===== config.mk =====
export PLATFORM = sky130hd
export DESIGN_NAME = riscv_v_divider
export DESIGN_NICKNAME = d
export VERILOG_FILES = /design/src/rtl/riscv_v_pkg.sv /design/src/rtl/adder_nbit.sv /design/src/rtl/riscv_v_div_step.sv /design/src/rtl/riscv_v_divider.sv
export SDC_FILE = /design/constraint.sdc
export NUM_CORES = 1
export LEC_CHECK = 0
export BUFFER_PORTS_ARGS = -buffer_cell sky130_fd_sc_hd__buf_2
export CORE_MARGIN = 5
export CORE_UTILIZATION = 50
export CTS_CLUSTER_SIZE = 40
export DETAILED_ROUTE_END_ITERATION = 8
export GPL_TIMING_DRIVEN = 0
export PLACE_DENSITY = 0.73
export SETUP_SLACK_MARGIN = 0.05
export SLEW_MARGIN = 20
export SYNTH_ARGS = -nofsm -noshare
export SYNTH_HDL_FRONTEND = slang
export SYNTH_SLANG_ARGS = --single-unit

===== constraint.sdc =====
create_clock -name clk -period 18.85 [get_ports clk]
set_input_delay 2.8275 -clock clk [delete_from_list [all_inputs] [get_ports clk]]
set_output_delay 2.8275 -clock clk [all_outputs]
set_load 0.02 [all_outputs]

===== src/rtl/riscv_v_pkg.sv =====
// Shared vector-unit types plus the element-size helpers used by the divider.
// Element sizes are one-hot: bit0=8, bit1=16, bit2=32, bit3=64 bits.
package riscv_v_pkg;

  localparam int RISCV_V_NUM_BYTES_DATA   = 8;
  localparam int RISCV_V_NUM_VALID_OSIZES = 4;
  localparam int RISCV_V_DIV_CNT_WIDTH    = $clog2(64);

  typedef logic [RISCV_V_NUM_VALID_OSIZES-1:0]     osize_vector_t;
  typedef logic [RISCV_V_NUM_BYTES_DATA-1:0][7:0]  riscv_v_src_byte_vector_t;
  typedef logic [RISCV_V_NUM_BYTES_DATA-1:0]       riscv_v_zf_t;

  typedef struct packed {
    riscv_v_src_byte_vector_t data;
    riscv_v_zf_t              valid;
    riscv_v_src_byte_vector_t merge;
  } riscv_v_alu_data_t;

  typedef enum logic [2:0] {
    S_IDLE,
    S_PREP,
    S_DIV,
    S_FIX,
    S_DONE
  } riscv_v_div_state_t;

  function automatic int osize_to_bits(osize_vector_t o);
    if (o[3])      return 64;
    else if (o[2]) return 32;
    else if (o[1]) return 16;
    else           return 8;
  endfunction

  function automatic int osize_to_bytes(osize_vector_t o);
    return osize_to_bits(o) / 8;
  endfunction

  function automatic riscv_v_zf_t lsb_mask(osize_vector_t o);
    riscv_v_zf_t m;
    int eb;
    eb = osize_to_bytes(o);
    m  = '0;
    for (int i = 0; i < RISCV_V_NUM_BYTES_DATA; i++)
      m[i] = ((i & (eb - 1)) == 0);
    return m;
  endfunction

  function automatic riscv_v_zf_t msb_mask(osize_vector_t o);
    riscv_v_zf_t m;
    int eb;
    eb = osize_to_bytes(o);
    m  = '0;
    for (int i = 0; i < RISCV_V_NUM_BYTES_DATA; i++)
      m[i] = (((i + 1) & (eb - 1)) == 0);
    return m;
  endfunction

  // Copy the flag held on each element's top byte to every byte of that element.
  function automatic riscv_v_zf_t bcast_msb(riscv_v_zf_t v, osize_vector_t o);
    riscv_v_zf_t r;
    int eb;
    eb = osize_to_bytes(o);
    r  = '0;
    for (int i = 0; i < RISCV_V_NUM_BYTES_DATA; i++)
      r[i] = v[i | (eb - 1)];
    return r;
  endfunction

  function automatic riscv_v_zf_t bcast_lsb(riscv_v_zf_t v, osize_vector_t o);
    riscv_v_zf_t r;
    int eb;
    eb = osize_to_bytes(o);
    r  = '0;
    for (int i = 0; i < RISCV_V_NUM_BYTES_DATA; i++)
      r[i] = v[i & ~(eb - 1)];
    return r;
  endfunction

  // Two's-complement negate of the elements whose bytes have en set; carry restarts per element.
  function automatic riscv_v_src_byte_vector_t seg_negate(riscv_v_src_byte_vector_t x,
                                                          riscv_v_zf_t en,
                                                          osize_vector_t o);
    riscv_v_src_byte_vector_t r;
    riscv_v_zf_t lsb;
    logic [8:0] s;
    logic c;
    lsb = lsb_mask(o);
    r   = '0;
    c   = 1'b0;
    for (int i = 0; i < RISCV_V_NUM_BYTES_DATA; i++) begin
      if (lsb[i]) c = 1'b1;
      s    = {1'b0, ~x[i]} + {8'd0, c};
      r[i] = en[i] ? s[7:0] : x[i];
      c    = s[8];
    end
    return r;
  endfunction

endpackage


===== src/rtl/adder_nbit.sv =====
// Plain N-bit adder with carry in/out; the building block of the segmented subtractor.
module adder_nbit #(
  parameter int N = 8
) (
  input  logic [N-1:0] a,
  input  logic [N-1:0] b,
  input  logic         cin,
  output logic [N-1:0] sum,
  output logic         cout
);

  logic [N:0] full;

  assign full = {1'b0, a} + {1'b0, b} + {{N{1'b0}}, cin};
  assign sum  = full[N-1:0];
  assign cout = full[N];

endmodule


===== src/rtl/riscv_v_div_step.sv =====
// One radix-2 restoring division step on every element of the vector at once.
// Purely combinational; borrows are cut at each element boundary.
module riscv_v_div_step
  import riscv_v_pkg::*;
(
  input  osize_vector_t            osize,
  input  riscv_v_src_byte_vector_t rem,
  input  riscv_v_src_byte_vector_t quo,
  input  riscv_v_src_byte_vector_t divisor,
  output riscv_v_src_byte_vector_t rem_next,
  output riscv_v_src_byte_vector_t quo_next
);

  riscv_v_zf_t              lsb;
  riscv_v_zf_t              cout_v;
  riscv_v_src_byte_vector_t rem_sh;
  riscv_v_src_byte_vector_t quo_sh;
  riscv_v_src_byte_vector_t diff;
  int                       eb;

  always_comb begin : shift
    logic cr;
    logic cq;
    eb     = osize_to_bytes(osize);
    lsb    = lsb_mask(osize);
    rem_sh = '0;
    quo_sh = '0;
    cr     = 1'b0;
    cq     = 1'b0;
    for (int i = 0; i < RISCV_V_NUM_BYTES_DATA; i++) begin
      rem_sh[i] = {rem[i][6:0], lsb[i] ? quo[i | (eb - 1)][7] : cr};
      quo_sh[i] = {quo[i][6:0], lsb[i] ? 1'b0 : cq};
      cr        = rem[i][7];
      cq        = quo[i][7];
    end
  end

  // rem_sh - divisor as rem_sh + ~divisor + 1; carry-out of an element's top byte means no borrow.
  for (genvar i = 0; i < RISCV_V_NUM_BYTES_DATA; i++) begin : g_byte
    logic       cin_b;
    logic       cout_b;
    logic [7:0] diff_b;
    if (i == 0) begin : g_first
      assign cin_b = 1'b1;
    end else begin : g_chain
      assign cin_b = lsb[i] ? 1'b1 : g_byte[i-1].cout_b;
    end
    adder_nbit #(.N(8)) u_add (
      .a   (rem_sh[i]),
      .b   (~divisor[i]),
      .cin (cin_b),
      .sum (diff_b),
      .cout(cout_b)
    );
    assign diff[i]   = diff_b;
    assign cout_v[i] = cout_b;
  end

  // The bit shifted out of the remainder top makes the trial non-negative regardless of the borrow.
  always_comb begin : select
    int   mi;
    logic ge;
    rem_next = '0;
    quo_next = '0;
    for (int i = 0; i < RISCV_V_NUM_BYTES_DATA; i++) begin
      mi          = i | (eb - 1);
      ge          = rem[mi][7] | cout_v[mi];
      quo_next[i] = lsb[i] ? {quo_sh[i][7:1], ge} : quo_sh[i];
      rem_next[i] = ge ? diff[i] : rem_sh[i];
    end
  end

endmodule


===== src/rtl/riscv_v_divider.sv =====
// Multi-cycle segmented vector divider (vdivu/vdiv/vremu/vrem), N+3 cycles accept-to-result.
// Accepts only when idle; the result is held in DONE until out_ready, kill/rst abort at any time.
module riscv_v_divider
  import riscv_v_pkg::*;
(
  input  logic                     clk,
  input  logic                     rst,
  input  logic                     in_valid,
  output logic                     in_ready,
  input  logic                     kill,
  input  logic                     is_signed,
  input  logic                     is_rem,
  input  osize_vector_t            osize_vector,
  input  riscv_v_alu_data_t        srca,
  input  riscv_v_alu_data_t        srcb,
  output logic                     out_valid,
  input  logic                     out_ready,
  output riscv_v_src_byte_vector_t result,
  output riscv_v_zf_t              dz
);

  localparam int NB = RISCV_V_NUM_BYTES_DATA;

  riscv_v_div_state_t               state;
  riscv_v_div_state_t               state_next;
  logic [RISCV_V_DIV_CNT_WIDTH-1:0] cnt;
  riscv_v_src_byte_vector_t         quo;
  riscv_v_src_byte_vector_t         rem;
  riscv_v_src_byte_vector_t         dvs;
  riscv_v_src_byte_vector_t         quo_step;
  riscv_v_src_byte_vector_t         rem_step;
  riscv_v_zf_t                      bval;
  riscv_v_zf_t                      qneg;
  riscv_v_zf_t                      rneg;
  riscv_v_zf_t                      bzero;
  logic                             sgn;
  logic                             want_rem;
  osize_vector_t                    osz;
  logic                             accept;

  riscv_v_zf_t                      neg_a;
  riscv_v_zf_t                      neg_b;
  riscv_v_zf_t                      bzero_c;
  riscv_v_src_byte_vector_t         res_c;
  riscv_v_zf_t                      dz_c;

  logic unused_src;
  assign unused_src = ^{srca.valid, srca.merge, srcb.merge};

  always_ff @(posedge clk) begin
    if (rst) state <= S_IDLE;
    else     state <= state_next;
  end

  always_comb begin
    state_next = state;
    in_ready   = 1'b0;
    out_valid  = 1'b0;
    accept     = 1'b0;
    case (state)
      S_IDLE: begin
        in_ready = 1'b1;
        accept   = in_valid && !kill;
        if (accept) state_next = S_PREP;
      end
      S_PREP:  state_next = S_DIV;
      S_DIV:   if (cnt == '0) state_next = S_FIX;
      S_FIX:   state_next = S_DONE;
      S_DONE: begin
        out_valid = 1'b1;
        if (out_ready) state_next = S_IDLE;
      end
      default: state_next = S_IDLE;
    endcase
    if (kill) state_next = S_IDLE;
  end

  riscv_v_div_step u_step (
    .osize   (osz),
    .rem     (rem),
    .quo     (quo),
    .divisor (dvs),
    .rem_next(rem_step),
    .quo_next(quo_step)
  );

  // Operand signs and zero-divisor detection, evaluated on the raw operands during PREP.
  always_comb begin
    riscv_v_zf_t sa;
    riscv_v_zf_t sb;
    riscv_v_zf_t ez;
    riscv_v_zf_t lsb;
    logic        acc;
    sa  = '0;
    sb  = '0;
    ez  = '0;
    lsb = lsb_mask(osz);
    acc = 1'b1;
    for (int i = 0; i < NB; i++) begin
      sa[i] = quo[i][7];
      sb[i] = dvs[i][7];
      if (lsb[i]) acc = 1'b1;
      acc   = acc & (dvs[i] == 8'd0);
      ez[i] = acc;
    end
    neg_a   = bcast_msb(sa, osz) & {NB{sgn}};
    neg_b   = bcast_msb(sb, osz) & {NB{sgn}};
    bzero_c = bcast_msb(ez, osz);
  end

  // Zero divisor already yields rem = |a| and all-ones quotient bits; only the quotient sign needs overriding.
  always_comb begin
    riscv_v_src_byte_vector_t q_fin;
    riscv_v_src_byte_vector_t r_fin;
    riscv_v_zf_t              act;
    riscv_v_zf_t              msb;
    q_fin = seg_negate(quo, qneg, osz);
    r_fin = seg_negate(rem, rneg, osz);
    act   = bcast_lsb(bval, osz);
    msb   = msb_mask(osz);
    res_c = '0;
    dz_c  = '0;
    for (int i = 0; i < NB; i++) begin
      if (act[i]) begin
        res_c[i] = want_rem ? r_fin[i] : (bzero[i] ? 8'hFF : q_fin[i]);
        dz_c[i]  = msb[i] & bzero[i];
      end
    end
  end

  always_ff @(posedge clk) begin
    if (rst) begin
      cnt      <= '0;
      quo      <= '0;
      rem      <= '0;
      dvs      <= '0;
      bval     <= '0;
      qneg     <= '0;
      rneg     <= '0;
      bzero    <= '0;
      sgn      <= 1'b0;
      want_rem <= 1'b0;
      osz      <= '0;
      result   <= '0;
      dz       <= '0;
    end else begin
      case (state)
        S_IDLE: begin
          if (accept) begin
            quo      <= srca.data;
            dvs      <= srcb.data;
            bval     <= srcb.valid;
            sgn      <= is_signed;
            want_rem <= is_rem;
            osz      <= osize_vector;
          end
        end
        S_PREP: begin
          quo   <= seg_negate(quo, neg_a, osz);
          dvs   <= seg_negate(dvs, neg_b, osz);
          qneg  <= neg_a ^ neg_b;
          rneg  <= neg_a;
          bzero <= bzero_c;
          rem   <= '0;
          cnt   <= RISCV_V_DIV_CNT_WIDTH'(osize_to_bits(osz) - 1);
        end
        S_DIV: begin
          quo <= quo_step;
          rem <= rem_step;
          if (cnt != '0) cnt <= cnt - 1'b1;
        end
        S_FIX: begin
          if (!kill) begin
            result <= res_c;
            dz     <= dz_c;
          end
        end
        default: ;
      endcase
    end
  end

endmodule


==> flow_summary.json <==
{
  "outcome": "finished clean",
  "boundaryPins": 357,
  "synthesis.nets": 3229,
  "final_period_minus_worst_setup_slack_ps": 18220,
  "floorplan.initialDensity_pct": 50.56,
  "area.growth.synth_to_final_pct": 14.72,
  "maxCapViolations": 0,
  "die_x_microns": 218.9,
  "slew_violations": 0,
  "max_freq_mhz": 54.89,
  "dr_total_vias": 24810,
  "residual_drc_count": 0,
  "synth_cells": 2825,
  "wire_length_reported_by_the_detailed_router_mm": 107.7,
  "fp.dieH_microns": 218.9,
  "clock_insertion_delay_worst_skew_ps": 570,
  "post-synth-top-count-cell": "sky130_fd_sc_hd__nand2_1",
  "synth.yosys.seq_area_share_pct": 28.43,
  "fin_worst_hold_slack_ps": 447.5,
  "grt_antenna_before_repair": 6,
  "number_of_synthesized_flops_with_an_enable_pin": 0,
  "synth_area_leaders": "sky130_fd_sc_hd__dfxtp_1 28%, sky130_fd_sc_hd__ha_1 6.1%, sky130_fd_sc_hd__nand2_1 6.0%",
  "static-leakage-power_uw": 0.009781,
  "cts-hold-fix-buffers": 0,
  "cp.required_ps": 19310,
  "synthesis.area_per_instance_sq_um": 7.727,
  "port_buffers": 219,
  "global_route.overflow_total": 0,
  "synth_top_family_by_area": "compound AO/OA/AOI/OAI gates",
  "tritoncts_num_sinks": 310,
  "post_synth_mux_area_share_pct": 5.136,
  "slew_headroom_pct": 7.366,
  "hp-class": "reg2reg",
  "fraction_of_layout_instances_using_a_drive_strength_above_1_pct": 12.40,
  "vias_in_the_first_global_route": 23070,
  "yosys-top-cells-count": "350 x sky130_fd_sc_hd__nand2_1, 310 x sky130_fd_sc_hd__dfxtp_1, 293 x sky130_fd_sc_hd__nor2_1",
  "tritoncts": "built",
  "area_fraction_in_compound_gates_after_synthesis_pct": 26.22,
  "critical_path.endpoint_type": "flop",
  "critical_path.startpoint_type": "flop",
  "finalWeightedCongestion": 1.049,
  "synth_adder_area_share_pct": 7.452,
  "critPathSlowestCell": "sky130_fd_sc_hd__o31ai_1",
  "irDropWorstVdd_uv": 68.39,
  "unrepaired_setup_endpoints_after_global_routing": "no",
  "post-synth-top-area-cell": "sky130_fd_sc_hd__dfxtp_1",
  "number_of_placement_rows": 76,
  "async_flop_share_pct": 0,
  "utilization_pct": 58.00,
  "path_common_cell": "sky130_fd_sc_hd__fa_1",
  "clock_skew_ps": 18.51,
  "report.power.total_uw": 2296,
  "clk_pin_slew_ps": 60,
  "yosys.area_share.simple_pct": 19.80,
  "grt_start_max_net_pins": 13,
  "mappedNetlistArea_sq_mm": 0.02183,
  "postCtsResizedCells": 0,
  "final-setup-viol-count": 0,
  "synth.ff_latch_count": 310,
  "post_drt_wl_per_cell_microns": 29.10,
  "drc_marker_count_from_the_first_detailed_route_iteration": 3833,
  "worstSetupPathType": "reg2reg",
  "grt_pass1_wl_mm": 152.3,
  "core_region_area_sq_mm": 0.04317,
  "fin_tns_setup_ps": 0,
  "max_stage_delay_ps": 540,
  "final_antenna_net_count": 0,
  "grtUsageTotal_pct": 43.08,
  "synth.top_cell.area_share_pct": 28.43,
  "ctsLongestPathBuffers": 3,
  "drtPass1Iterations": 8,
  "finalCritPeriodShare_pct": 96.65,
  "synthFlopType": "sky130_fd_sc_hd__dfxtp_1",
  "path_max_fanout": 10,
  "cts_inserted_buffers": 40,
  "detail_route.vias_per_cell": 6.704,
  "cts_post_setup_buffers_inserted": 0,
  "nets": 3488,
  "place.detailed.hpwl_mm": 80.27,
  "clock_tree.htree_level_count": 2,
  "areal_power_density_over_the_cells_mw_per_mm2": 91.71,
  "final_hold_viol_count": 0,
  "synth-warning-count": 0,
  "count_of_distinct_cell_types_in_the_synthesized_netlist": 89,
  "clock_tree.root_cell": "sky130_fd_sc_hd__clkbuf_16",
  "die-area_sq_mm": 0.04793,
  "arrival_ps": 18670,
  "xor_xnor_fraction_of_synth_area_pct": 6.747,
  "transition_time_at_the_pin_with_the_least_slew_margin_ps": 1390
}
cell usage in the layout (no fill, tap or decap), types with 12 or more instances in the layout:
| cell type | count |
|---|---|
| sky130_fd_sc_hd__buf_2 | 241 |
| sky130_fd_sc_hd__or4_1 | 12 |
| sky130_fd_sc_hd__nor3_1 | 48 |
| sky130_fd_sc_hd__or3b_2 | 12 |
| sky130_fd_sc_hd__nand2b_1 | 15 |
| sky130_fd_sc_hd__and2_1 | 13 |
| sky130_fd_sc_hd__clkbuf_2 | 12 |
| sky130_fd_sc_hd__xnor2_1 | 79 |
| sky130_fd_sc_hd__xor2_1 | 86 |
| sky130_fd_sc_hd__nand4_1 | 13 |
| sky130_fd_sc_hd__mux2i_1 | 88 |
| sky130_fd_sc_hd__clkbuf_16 | 41 |
| sky130_fd_sc_hd__fa_1 | 15 |
| sky130_fd_sc_hd__a221oi_1 | 71 |
| sky130_fd_sc_hd__o31ai_1 | 50 |
| sky130_fd_sc_hd__nand2_1 | 350 |
| sky130_fd_sc_hd__nor3b_1 | 16 |
| sky130_fd_sc_hd__o211ai_1 | 13 |
| sky130_fd_sc_hd__inv_1 | 129 |
| sky130_fd_sc_hd__a311oi_1 | 25 |
| sky130_fd_sc_hd__a22oi_1 | 105 |
| sky130_fd_sc_hd__o21a_1 | 12 |
| sky130_fd_sc_hd__buf_1 | 19 |
| sky130_fd_sc_hd__a221o_1 | 19 |
| sky130_fd_sc_hd__nor2b_1 | 24 |
| sky130_fd_sc_hd__a211oi_1 | 63 |
| sky130_fd_sc_hd__a31oi_1 | 20 |
| sky130_fd_sc_hd__a22o_1 | 12 |
| sky130_fd_sc_hd__o21ai_0 | 148 |
| sky130_fd_sc_hd__or3_1 | 28 |
| sky130_fd_sc_hd__o41ai_1 | 18 |
| sky130_fd_sc_hd__a21o_1 | 15 |
| sky130_fd_sc_hd__a21oi_1 | 186 |
| sky130_fd_sc_hd__clkbuf_1 | 158 |
| sky130_fd_sc_hd__and3_1 | 15 |
| sky130_fd_sc_hd__nor4_1 | 15 |
| sky130_fd_sc_hd__ha_1 | 106 |
| sky130_fd_sc_hd__dfxtp_1 | 310 |
| sky130_fd_sc_hd__nor2_1 | 293 |
| sky130_fd_sc_hd__nand3_1 | 69 |
report_power, final:
| part | internal, uW | switching (uW) | leakage [uW] | total [uW] |
|---|---|---|---|---|
| Clock | 488 | 325 | 0.000672 | 812 |
| Sequential | 684 | 36.6 | 0.00252 | 721 |
| Combinational | 275 | 489 | 0.00659 | 763 |
layer usage:
metal  vias to the layer above  GRT usage [%]  routed length, microns
met5                         -              0                      24
li1                      10750              -                       -
met2                      1831          64.38                   44790
met1                     11750          54.79                   40640
met4                         4          29.22                    8951
met3                       477          10.76                   13290
stage by stage:
step	area (sq um)	setup slack, ps	cells
after floorplan	21830	4799	2825
after global placement	23660	472.6	3629
after detailed placement	23680	271.7	3629
after CTS	25030	178.3	3699
after global routing	25030	176.6	3697
final	25040	632.4	3701
state kept, by name, indices dropped and copies added (netlist names):
register,flops
bval,8
bzero,8
cnt,6
dvs,64
dz,8
osz,3
qneg,8
quo,64
rem,64
result,64
rneg,8
sgn,1
state,3
want_rem,1
area by class of cell:
class | count | area (sq um)
fillers | 4124 | 18130
multi-input cells | 2173 | 14290
flip-flops and latches | 310 | 6206
clock buffers | 57 | 1176
repair buffers | 219 | 1096
plain buffers | 210 | 877.1
well taps | 585 | 732.0
inverters | 130 | 488.0
clock inverters | 13 | 171.4
diodes | 4 | 10.01
worst max-delay path, delay by kind of cell (launching register included):
family / cells / cell delay [ps]
flops: 1 / 520
fa+ha+maj: 17 / 5620
buf+inv: 12 / 1540
mux: 1 / 410
simple gates: 9 / 1790
compound gates: 27 / 7810
xor+xnor: 1 / 380
final timing paths:
path | endpoint | from | depth (start not counted) | slack (ps)
setup / recovery | rem[6] | osz[3] | 67 | 630
hold / removal | result[28] | result[28] | 2 | 450
setup reg to reg | rem[6] | osz[3] | 67 | 630
hold reg to reg | result[28] | result[28] | 2 | 450
kinds of logic after synthesis:
kind of cell | count (synthesis)
multiplexers | 104
AO/OA/AOI/OAI | 832
flip-flops | 310
AND/OR/NAND/NOR | 950
adder cells (fa/ha/maj) | 121
XOR/XNOR | 166
buffers and inverters | 342
(Power assumes the default switching activity.)
